`config.mk`:
```
export PLATFORM = sky130hd
export DESIGN_NAME = mac_pipe
export DESIGN_NICKNAME = d
export VERILOG_FILES = /design/src/rtl/mac_pipe.sv
export SDC_FILE = /design/constraint.sdc
export NUM_CORES = 1
export LEC_CHECK = 0
export ABC_AREA = 1
export ABC_CLOCK_PERIOD_IN_PS = 1900
export CAP_MARGIN = 20
export CORE_UTILIZATION = 55
export DETAILED_ROUTE_END_ITERATION = 8
export HOLD_SLACK_MARGIN = 0.06
export PLACE_DENSITY = 0.74
export SYNTH_ARGS = -nofsm -noshare
export SYNTH_HDL_FRONTEND = slang
export SYNTH_SLANG_ARGS = --single-unit
```
`constraint.sdc`:
```
create_clock -name clk -period 1.9 [get_ports clk]
set_clock_uncertainty 0.2 [all_clocks]
set_input_delay 0.38 -clock clk [delete_from_list [all_inputs] [get_ports clk]]
set_output_delay 0.38 -clock clk [all_outputs]
set_load 0.05 [all_outputs]
```
`src/rtl/mac_pipe.sv`:
```
// Multi-lane pipelined multiply-accumulate: y = c + a*b per lane, with signed/unsigned
// and wrap/saturate modes. Results are computed on entry and then delayed through STAGES slots.
module mac_pipe #(
    parameter int DATA_W = 16,
    parameter int LANES  = 1,
    parameter int STAGES = 3,
    parameter int TAG_W  = 5
) (
    input  logic                      clk,
    input  logic                      rst_n,
    input  logic                      in_valid,
    output logic                      in_ready,
    input  logic [LANES*DATA_W-1:0]   in_a,
    input  logic [LANES*DATA_W-1:0]   in_b,
    input  logic [LANES*DATA_W-1:0]   in_c,
    input  logic                      in_signed,
    input  logic                      in_sat,
    input  logic [TAG_W-1:0]          in_tag,
    output logic                      out_valid,
    input  logic                      out_ready,
    output logic [LANES*DATA_W-1:0]   out_y,
    output logic [LANES-1:0]          out_ovf,
    output logic [TAG_W-1:0]          out_tag,
    output logic                      busy
);

    localparam int FW = 2 * DATA_W + 1;
    localparam int YW = LANES * DATA_W;

    localparam logic signed [FW-1:0] S_MAX = {{(FW-DATA_W+1){1'b0}}, {(DATA_W-1){1'b1}}};
    localparam logic signed [FW-1:0] S_MIN = {{(FW-DATA_W+1){1'b1}}, {(DATA_W-1){1'b0}}};
    localparam logic signed [FW-1:0] U_MAX = {{(FW-DATA_W){1'b0}}, {DATA_W{1'b1}}};

    logic              en;
    logic [YW-1:0]     y_next;
    logic [LANES-1:0]  ovf_next;

    logic [STAGES-1:0] valid_reg;
    logic [YW-1:0]     y_reg   [STAGES];
    logic [LANES-1:0]  ovf_reg [STAGES];
    logic [TAG_W-1:0]  tag_reg [STAGES];

    // The whole pipe advances together; a stalled head freezes every slot.
    assign en       = !out_valid || out_ready;
    assign in_ready = en;

    genvar gi;
    generate
        for (gi = 0; gi < LANES; gi++) begin : g_lane
            logic [DATA_W-1:0]     a_l, b_l, c_l, y_l;
            logic signed [FW-1:0]  a_ext, b_ext, c_ext, full;
            logic                  too_hi, too_lo;

            assign a_l = in_a[gi*DATA_W +: DATA_W];
            assign b_l = in_b[gi*DATA_W +: DATA_W];
            assign c_l = in_c[gi*DATA_W +: DATA_W];

            always_comb begin
                a_ext  = {{(FW-DATA_W){in_signed & a_l[DATA_W-1]}}, a_l};
                b_ext  = {{(FW-DATA_W){in_signed & b_l[DATA_W-1]}}, b_l};
                c_ext  = {{(FW-DATA_W){in_signed & c_l[DATA_W-1]}}, c_l};
                // Exact at FW bits: the true sum always fits, so truncation loses nothing.
                full   = a_ext * b_ext + c_ext;
                too_hi = in_signed ? (full > S_MAX) : (full > U_MAX);
                too_lo = in_signed && (full < S_MIN);
                y_l    = full[DATA_W-1:0];
                if (in_sat && too_hi) begin
                    y_l = in_signed ? S_MAX[DATA_W-1:0] : U_MAX[DATA_W-1:0];
                end else if (in_sat && too_lo) begin
                    y_l = S_MIN[DATA_W-1:0];
                end
            end

            assign y_next[gi*DATA_W +: DATA_W] = y_l;
            assign ovf_next[gi]                = too_hi | too_lo;
        end
    endgenerate

    always_ff @(posedge clk or negedge rst_n) begin
        if (!rst_n) begin
            valid_reg <= '0;
            for (int s = 0; s < STAGES; s++) begin
                y_reg[s]   <= '0;
                ovf_reg[s] <= '0;
                tag_reg[s] <= '0;
            end
        end else if (en) begin
            valid_reg[0] <= in_valid;
            y_reg[0]     <= y_next;
            ovf_reg[0]   <= ovf_next;
            tag_reg[0]   <= in_tag;
            for (int s = 1; s < STAGES; s++) begin
                valid_reg[s] <= valid_reg[s-1];
                y_reg[s]     <= y_reg[s-1];
                ovf_reg[s]   <= ovf_reg[s-1];
                tag_reg[s]   <= tag_reg[s-1];
            end
        end
    end

    assign out_valid = valid_reg[STAGES-1];
    assign out_y     = y_reg[STAGES-1];
    assign out_ovf   = ovf_reg[STAGES-1];
    assign out_tag   = tag_reg[STAGES-1];
    assign busy      = |valid_reg;

endmodule

```
==> metrics <==
outcome=complete, but fails checks; failing checks=setup timing; max FFs per register=32; post-synthesis mux area share=0%; PortBufs=between 80 and 90; antenna cells=0; Max FO, Critical Path=7; CTS tree=yes; RSZ-0062 raised after global routing=true; iteration count of the initial detailed-routing pass=5; Skew-Pair Late Insertion Delay=330 ps; CP arrival=~6600 ps; fmax=roughly 150 MHz; Area Growth Syn to Fin=34.8%; DR vias=around 15000; TritonCTS Sinks=69; total of max-cap violations=0; CTS buffer count=9; critical path capture point type=flop; Synth Area in Compound Gates=under 10%; Avg WL per Cell=16.6 um; fin crit period=between 6000 and 7000 ps; clk slew on worst S/H paths=approximately 60 ps; die area=roughly 30000 um2; vias in the first global route=~15000; worst setup margin=-4640 ps; crit path launch type=input pin; final hold viol count=0; largest family of logic cells by synthesized area=adder cells; Top Ports=84; Netlist cell types=32; Final Max Tran Viols=0; Die W=172 um; Post-synth EDFFs=0; Post-Syn Area per Cell=7.29 um2; initial antenna violation count=1; mapped cell area=15900 um2; synthesized-area fraction occupied by adder cells=a little under half; Yosys reg bits=between 60 and 70; Core Area=between 20000 and 30000 um2; Total GRT Usage=33.1%; largest net degree at the start of global routing=50; post-place setup slack=-5330 ps; design area=about 21000 um2; Post-Synth XOR/XNOR Area=less than 1%; WS Path Type=input pin to flop; Post-DP Area=around 19000 um2; CTS max path bufs=2; first-pass GRT wire length=75200 um; Post-Syn Instances=approximately 2200; ys async rst share=100%; HP Class=input pin to asynchronous set/reset pin; Synth Flop Type=dfrtp_1; Final ANT Viol Nets=0; relative slew slack=approximately 74%; Seq/Total Area, Yosys=10.9%; Die H=172 um; routed wire length=between 40000 and 50000 um; max incr delay on CP=approximately 650 ps; R2R depth=6; initial DRC count=around 940; # rows=between 60 and 70; worst slew pin tran=392 ps; Initial Util=between 50% and 60%; Synth warnings=0; Residual DRC=0; crit-path most repeated cell=nand2_2; final worst-path cycle share=344%; setup violators final=17; Synth Area in Simple Gates=about a quarter; HPWL Detailed=34100 um; CP required=1980 ps; nets@finish=2930; share of layout cells above drive strength 1=about 28%; CTS root buf=clkbuf_16; vias per inst=between 5 and 6; syn_nets=between 2000 and 3000; slowest stage cell on the critical path=fa_1; Placer Congestion=around 0.9; # H-tree levels=3; grt ovf=0
## cells in the final DEF (no fill, tap or decap), types with 3 or more instances in the layout
cell / n
nand2_1: 622
inv_1: 576
fa_1: 283
buf_4: 235
nand2_2: 82
dfrtp_1: 68
ha_1: 63
inv_2: 54
buf_6: 42
nand3_1: 39
buf_12: 38
nand2_4: 34
nor2_1: 32
nand4_1: 26
ha_4: 25
fa_2: 24
o21ai_0: 23
clkdlybuf4s50_1: 23
nor2_4: 21
nand3_2: 20
nor2_2: 17
a21oi_2: 12
clkbuf_16: 10
buf_2: 10
nand3b_1: 9
dlygate4sd2_1: 8
a21oi_1: 7
buf_8: 7
inv_4: 5
nor3_2: 5
xor2_1: 5
bufbuf_16: 5
clkdlybuf4s15_2: 5
buf_16: 4
or2_4: 3
nand4_4: 3
bufinv_16: 3
clkdlybuf4s15_1: 3
## metrics by stage
stage	util [%]	TNS (ps)	cells	hold slack (ps)
global placement	67.0	-88110	2739	2.52
finish	76.3	-78270	2858	196
CTS	73.8	-73970	2836	197
floorplan	-	-69490	2182	-116
global route	76.3	-81190	2858	204
detailed placement	67.0	-89900	2739	3.46
## critical path: cells and delay by family
family          cells  cell delay (ps)
fa+ha+maj           7             3600
simple gates       16             1500
buf+inv             8              960
compound gates      1              160
## cells by family (layout without fill, tap and decap cells)
kind of cell	count (synthesis)	in the layout
compound gates	47	47
xor+xnor	9	9
fa+ha+maj	396	396
buf+inv	741	1038
flops	69	69
simple gates	920	921
## path summary, 6_finish.rpt
| check | from | endpoint | slack, ps |
|---|---|---|---|
| hold / removal | rst_n | out_tag[0] | 200 |
| setup reg to reg | valid_reg[2] | ovf_reg[2] | 410 |
| max in group asynchronous | rst_n | valid_reg[2] | 880 |
| hold reg to reg | y_reg[36] | y_reg[20] | 260 |
| setup / recovery | in_a[11] | y_reg[39] | -4640 |
| min in group clk | y_reg[36] | y_reg[20] | 260 |
## cell type report
cell class	instances	area, um2
Clock buffer	11	253
Clock inverter	5	106
Fill cell	1950	6650
Inverter	638	2430
Multi-Input combinational cell	1373	12600
Sequential cell	69	1730
Tap cell	378	473
Timing Repair Buffer	384	3860
## layer usage
layer | part of all wire (%) | vias up | track usage (%) | wire [um]
li1 | - | 6716 | - | -
met1 | 37 | 7140 | 39.4 | 17400
met2 | 51 | 595 | 58.5 | 24200
met3 | 6.9 | 189 | 6.00 | 3270
met4 | 5.2 | 2 | 14.3 | 2460
met5 | 0.019 | - | 0 | 9
## Yosys cell counts (all sizes together), types with 2 or more instances
cell type | number | area [um2]
clkbuf | 72 | 270
xnor2 | 2 | 17.5
nor3 | 7 | 50.1
o21ai | 24 | 120
inv | 637 | 2390
nand3 | 60 | 305
xor2 | 7 | 61.3
dfrtp | 69 | 1730
a21oi | 20 | 100
or2 | 6 | 37.5
nand4 | 28 | 196
buf | 31 | 216
fa | 307 | 6150
ha | 89 | 1110
nand3b | 9 | 67.6
nand2 | 740 | 2790
nor2 | 70 | 273
## what timing repair did
item                                    in CTS  in global routing
endpoints found under the setup margin      17                 17
pin swaps                                  138                166
hold buffers                                 1                  0
gates cloned                                12                  0
buffers inserted                            70                 24
gates resized for setup                    290                193
hold endpoints to repair                    69                  0
Power is left out: the tool's default activity adds up to more than one toggle a clock period on the data nets, which glitch-free logic cannot reach.
